===== src/rtl/mux_rr_n1.sv =====
// mux_rr_n1: N:1 valid-qualified mux with per-channel FIFOs, RR/fixed-priority arbiter and registered output stage
module mux_rr_n1 #(
  parameter int NUM_CH   = 4,
  parameter int WIDTH    = 4,
  parameter int DEPTH    = 4,
  parameter int ARB_MODE = 0
) (
  input  logic                          clk,
  input  logic                          reset,
  input  logic [NUM_CH*WIDTH-1:0]       data_in,
  input  logic [NUM_CH-1:0]             valid_in,
  output logic [NUM_CH-1:0]             in_ready,
  output logic [WIDTH-1:0]              data_out,
  output logic                          valid_out,
  input  logic                          out_ready,
  output logic [$clog2(NUM_CH)-1:0]     ch_out,
  output logic [NUM_CH-1:0]             err_ovf
);
  localparam int CW = $clog2(NUM_CH);
  localparam int AW = $clog2(DEPTH);
  logic [WIDTH-1:0] mem [NUM_CH][DEPTH];
  logic [AW-1:0]    wp [NUM_CH];
  logic [AW-1:0]    rp [NUM_CH];
  logic [AW:0]      cnt [NUM_CH];
  logic [NUM_CH-1:0] ne, push, pop;
  logic [CW-1:0]    last_grant, g;
  logic             g_vld, load;
  // scanning from the highest offset down leaves the first non-empty channel in the result
  function automatic logic [CW:0] arb(input logic [NUM_CH-1:0] req, input logic [CW-1:0] lg);
    int idx;
    arb = '0;
    for (int k = NUM_CH - 1; k >= 0; k--) begin
      idx = ARB_MODE != 0 ? k : (int'(lg) + 1 + k) % NUM_CH;
      if (req[idx[CW-1:0]]) arb = {1'b1, idx[CW-1:0]};
    end
  endfunction
  assign load = !valid_out || out_ready;
  always_comb begin
    ne = '0;
    in_ready = '0;
    push = '0;
    for (int i = 0; i < NUM_CH; i++) begin
      ne[i] = cnt[i] != '0;
      in_ready[i] = cnt[i] != (AW+1)'(DEPTH);
      push[i] = valid_in[i] && in_ready[i];
    end
  end
  always_comb begin
    {g_vld, g} = arb(ne, last_grant);
    pop = '0;
    for (int i = 0; i < NUM_CH; i++) pop[i] = load && g_vld && g == CW'(i);
  end
  always_ff @(posedge clk or posedge reset) begin
    if (reset) begin
      err_ovf <= '0;
      for (int i = 0; i < NUM_CH; i++) begin
        wp[i] <= '0;
        rp[i] <= '0;
        cnt[i] <= '0;
      end
    end else begin
      for (int i = 0; i < NUM_CH; i++) begin
        if (push[i]) wp[i] <= wp[i] + AW'(1);
        if (pop[i]) rp[i] <= rp[i] + AW'(1);
        cnt[i] <= cnt[i] + {{AW{1'b0}}, push[i]} - {{AW{1'b0}}, pop[i]};
        if (valid_in[i] && !in_ready[i]) err_ovf[i] <= 1'b1;
      end
    end
  end
  always_ff @(posedge clk) begin
    for (int i = 0; i < NUM_CH; i++)
      if (push[i]) mem[i][wp[i]] <= data_in[i*WIDTH +: WIDTH];
  end
  always_ff @(posedge clk or posedge reset) begin
    if (reset) begin
      data_out <= '0;
      valid_out <= 1'b0;
      ch_out <= '0;
      last_grant <= CW'(NUM_CH - 1);
    end else if (load) begin
      valid_out <= g_vld;
      if (g_vld) begin
        data_out <= mem[g][rp[g]];
        ch_out <= g;
        last_grant <= g;
      end
    end
  end
endmodule


===== config.mk =====
export PLATFORM = sky130hd
export DESIGN_NAME = mux_rr_n1
export DESIGN_NICKNAME = d
export VERILOG_FILES = /design/src/rtl/mux_rr_n1.sv
export SDC_FILE = /design/constraint.sdc
export NUM_CORES = 1
export LEC_CHECK = 0
export BUFFER_PORTS_ARGS = -buffer_cell sky130_fd_sc_hd__buf_4
export CORE_AREA = 2 2 97 99
export DETAILED_ROUTE_END_ITERATION = 8
export DIE_AREA = 0 0 99 101
export PLACE_DENSITY = 0.83
export SETUP_SLACK_MARGIN = 0.5
export SLEW_MARGIN = 40
export SYNTH_ARGS = -nofsm -noshare
export SYNTH_HDL_FRONTEND = slang
export SYNTH_SLANG_ARGS = --single-unit
export TNS_END_PERCENT = 30

===== constraint.sdc =====
create_clock -name clk -period 9.3 [get_ports clk]
set_input_delay 1.86 -clock clk [delete_from_list [all_inputs] [get_ports clk]]
set_output_delay 1.86 -clock clk [all_outputs]
set_load 0.02 [all_outputs]

# After elaboration in Yosys (flattened, before gate mapping)

Memory sizes are Yosys's and may differ from the RTL's.
Index checks and enable logic that the tools add are counted.

Bits in registers: 41
Latch bits: 0
Bits in writable memories: 64
Bits in read-only memories: 0
Input port bits: 23
Output and inout port bits: 15
Word-level logic and storage cells: 131
Memories: 1

Memory list:

| memory | depth | bits a word | read ports | clocked after memory_dff | wr ports | RTL line | text |
|---|---|---|---|---|---|---|---|
| mem    | 4     | 16          | 1          | 0                        | 4        | 21       | `logic [WIDTH-1:0] mem [NUM_CH][DEPTH];` |

Add/subtract/negate cells: 20
Multipliers: 0
Divide/modulo/power cells: 0
Magnitude comparators: 14
Equality and inequality tests: 7
Shifts and indexed selects: 0
Multiplexer cells: 34
Bitwise logic cells: 6
Reduce and logical (&&, ||, !) cells: 29

Operators with widths:

| cell                                                | count |
|---|---|
| two-way mux 16 bit                                  | 4 |
| demux 4 bit (select 2 bit)                          | 4 |
| two-way mux 4 bit                                   | 6 |
| adder 2 x 1 -> 2 bit, second input constant         | 10 |
| >= comparator 3 bit, second input constant          | 6 |
| inverter 2 -> 3 bit                                 | 6 |
| logical AND 1 bit                                   | 17 |
| adder 3 x 1 -> 3 bit                                | 4 |
| < comparator 2 x 3 -> 1 bit, second input constant  | 4 |
| < comparator 3 x 1 -> 1 bit, second input constant  | 4 |
| two-way mux 3 bit                                   | 4 |
| != test 3 bit, second input constant                | 4 |
| nonzero test 3 bit                                  | 4 |
| subtractor 3 x 1 -> 3 bit                           | 4 |
| binary-select mux 1 bit (select 2 bit)              | 4 |
| binary-select mux 4 bit (select 2 bit)              | 1 |
| two-way mux 1 bit                                   | 8 |
| zero test 1 bit                                     | 5 |
| adder 2 bit, second input constant                  | 2 |
| binary-select mux 2 bit (select 2 bit)              | 1 |
| equality test 2 bit, second input constant          | 2 |
| two-way mux 2 bit                                   | 2 |
| equality test 2 x 1 -> 1 bit, second input constant | 1 |
| zero test 2 bit                                     | 1 |
| 2 further kinds                                     | 2 |

# Logic depth before layout (Yosys ltp)

Depth in word-level cells: 16
Depth in mapped cells: 15
Gate-level depth less buffers: 12

# Worst setup path after synthesis

Ideal clock, no wire load.

Path type: in2reg
Start point: input out_ready
End point: register cnt[5] (netlist bit)
Library setup time: 125 ps
Arrival time: 3,584 ps
Data required time: 9,175 ps
Setup slack: 5,591 ps
Stages on the path: 11
Buffers on the path: 0
Cell sequence: inv_1 > a32o_1 > nand2b_1 > nor2_1 > ha_1 > inv_1 > ha_1 > inv_1 > fa_1 > xnor2_1 > xnor2_1

Word-level cells in the longest chain between the ends: 4

RTL lines:

| element                         | RTL line | text |
|---|---|---|
| start: declaration              | 15       | `input logic out_ready,` |
| logical OR 1 bit                | 37       | `assign load = !valid_out \|\| out_ready;` |
| logical AND 1 bit (2 in series) | 51       | `for (int i = 0; i < NUM_CH; i++) pop[i] = load && g_vld && g == CW'(i);` |
| via pop[2]                      | 25       | `logic [NUM_CH-1:0] ne, push, pop;` |
| subtractor 3 x 1 -> 3 bit       | 65       | `cnt[i] <= cnt[i] + {{AW{1'b0}}, push[i]} - {{AW{1'b0}}, pop[i]};` |
| end signal: indexed assignment  | 65       |  |
| end: declaration                | 24       | `logic [AW:0] cnt [NUM_CH];` |

The timed path passes the listed nets, and every way through them passes these cells.
A chain may end at the register's enable or synchronous reset.

# Final worst setup path

Same ends and word-level chain as after synthesis.

==> flow_summary.json <==
{
  "outcome": "complete, no violations",
  "area_growth_pct": 11.0,
  "p_leak_uw": 0.00230,
  "rsz0062_at_grt": "no",
  "cts_max_level": 3,
  "place.gp.congestion": 0.804,
  "layout_min_cycle_time_ps": 3920,
  "grt_max_degree": 42,
  "postRouteAntennaNets": 0,
  "endpoint_kind": "flip-flop",
  "die_area_mm2": 0.0100,
  "postCtsHoldBufs": 0,
  "hold_viol": 0,
  "hold_slack_ps": 478,
  "postSynthCellCount": 340,
  "worstHoldPathType": "reg -> reg",
  "synth_top_area_share_pct": 39.6,
  "synth-edff-count": 64,
  "r2r_cells": 13,
  "wirelength_um": 8210,
  "cap_violations": 0,
  "synth_cell_type_count": 40,
  "drt_iter0_drc": 67,
  "clock-sinks": 105,
  "grt_pass1_vias": 2712,
  "post_cts_resized": 0,
  "slew_headroom_pct": 47.5,
  "tns_ps": 0,
  "n_antenna_cell": 0,
  "start_util_pct": 54.0,
  "hold_depth": 1,
  "cts_setup_buffers": 0,
  "fp.dieW_um": 99,
  "grt_pass1_wl_um": 13200,
  "antenna_found_initial": 0,
  "drt_first_pass_iters": 4,
  "path_class": "in -> reg",
  "period_share_pct": 42.2,
  "syn_area_mm2": 0.00485,
  "root_buffer": "clkbuf_8",
  "fin_nets": 432,
  "multi_input_area_mm2": 0.00173,
  "cts.clk_slew.worst_paths_ps": 100,
  "cellPowerDensity_mw_per_mm2": 372,
  "setup_viol": 0,
  "cts_tree": "yes",
  "via_per_inst": 5.38,
  "ys_seq_area_share_pct": 60.9,
  "ys_ff_latch": 105,
  "dpl.hpwl_um": 6010,
  "timing.final.max_slew_violations": 0,
  "synth_ff_type": "edfxtp_1",
  "core-area_mm2": 0.00898,
  "numCtsBuffers": 9,
  "yosysMostFrequentCell": "edfxtp_1",
  "ios": 38,
  "tightest_slew_ps": 788,
  "wl_per_cell_um": 16.6,
  "critPathLaunchType": "input pin",
  "die_y_um": 101,
  "syn_nets": 391,
  "synthTopCellsByCount": "edfxtp_1, mux2i_1, dfrtp_1",
  "yosysWarnings": 0,
  "vias": 2670,
  "skew_ps": 10.9,
  "synth.top_cells.by_area": "edfxtp_1, dfrtp_1, mux2i_1, ha_1, xnor2_1",
  "grt-ovfl-total": 0,
  "fillers": 680,
  "track_usage_pct": 17.5,
  "drcViolationCount": 0,
  "ctsLongestPathBuffers": 2,
  "portBuffers": 37,
  "fmax_mhz": 255,
  "ir_drop_v": 0.000237,
  "cp_max_fo": 14,
  "rows": 35,
  "required_ps": 9600,
  "insertion_delay_ps": 360,
  "syn_avg_cell_area_um2": 14.3,
  "ys_async_sr_fraction_pct": 39.0,
  "regArea_mm2": 0.00295,
  "cp.arrival_ps": 4220,
  "layout-drive-gt1-share_pct": 19.7,
  "yosysTopAreaCell": "edfxtp_1"
}
critical path, stage by stage:
cell	delay [ps]
buf_4	100
inv_1	60
a32o_1	530
nand2b_1	280
nor2_1	110
ha_1	320
inv_1	60
ha_1	140
inv_1	50
fa_1	370
xnor2_1	190
xnor2_1	130
logic make-up (layout without fill, tap and decap cells):
group / Yosys count / in the layout / synth area share, %
buffers and inverters: 34 / 79 / 3.51
XOR/XNOR: 20 / 20 / 3.61
AND/OR/NAND/NOR: 68 / 68 / 7.38
AO/OA/AOI/OAI: 28 / 28 / 4.31
adder cells (fa/ha/maj): 28 / 28 / 7.85
flip-flops: 105 / 105 / 60.9
multiplexers: 57 / 57 / 12.5
state kept, by name, summed over array words and instances (netlist names):
name and count:
ch_out 2, cnt 12, data_out 4, err_ovf 4
last_grant 2, mem 64, rp 8, valid_out 1
wp 8
layer usage:
metal	track usage (%)	part of all wire (%)	up-vias
li1	-	-	1291
met5	0	0	-
met4	5.69	1.3	0
met1	21.8	44	1329
met2	30.7	51	43
met3	3.47	3.1	7
placed cells by master, fill, tap and decap left out, types with 8 or more instances in the layout:
master,instances
inv_1,25
ha_1,24
buf_4,39
edfxtp_1,64
mux2_2,8
nor2_1,15
clkbuf_8,9
a21oi_1,9
xnor2_1,15
and3_1,17
mux2i_1,41
dfrtp_1,39
nand2_1,21
cell type report:
type | instances | share of cell area (%)
clock buffer | 9 | 2.30
inverter | 25 | 1.74
sequential | 105 | 54.8
multi-input combinational | 201 | 32.1
timing repair buffer | 39 | 5.44
clock inverter | 6 | 0.977
tap | 111 | 2.58
path summary, 6_finish.rpt:
kind	end	startpoint	slack [ps]
max in group asynchronous	last_grant[0]	reset	7300
worst max register to register	cnt[5]	cnt[10]	5620
worst min register to register	rp[7]	rp[7]	480
min in group asynchronous	cnt[9]	reset	1610
worst max-delay path	cnt[5]	out_ready	5380
worst min-delay path	rp[7]	rp[7]	480
stage by stage:
step / total power (µW) / utilization [%] / setup WS [ps] / cells / area, µm²
floorplan: 1560 / - / 5590 / 340 / 4850
global placement: 1700 / 58.0 / 5160 / 481 / 5200
detailed placement: 1760 / 58.0 / 5000 / 481 / 5200
CTS: 2020 / 59.9 / 5390 / 496 / 5380
global route: 2150 / 59.9 / 5240 / 496 / 5380
finish: 2000 / 59.9 / 5380 / 496 / 5380
where the power goes:
part           internal [µW]  switching (µW)  total [µW]
clock network           99.6             159         259
registers                660             111         771
logic                    446             525         971
total                   1210             795        2000
(Power assumes the default switching activity.)
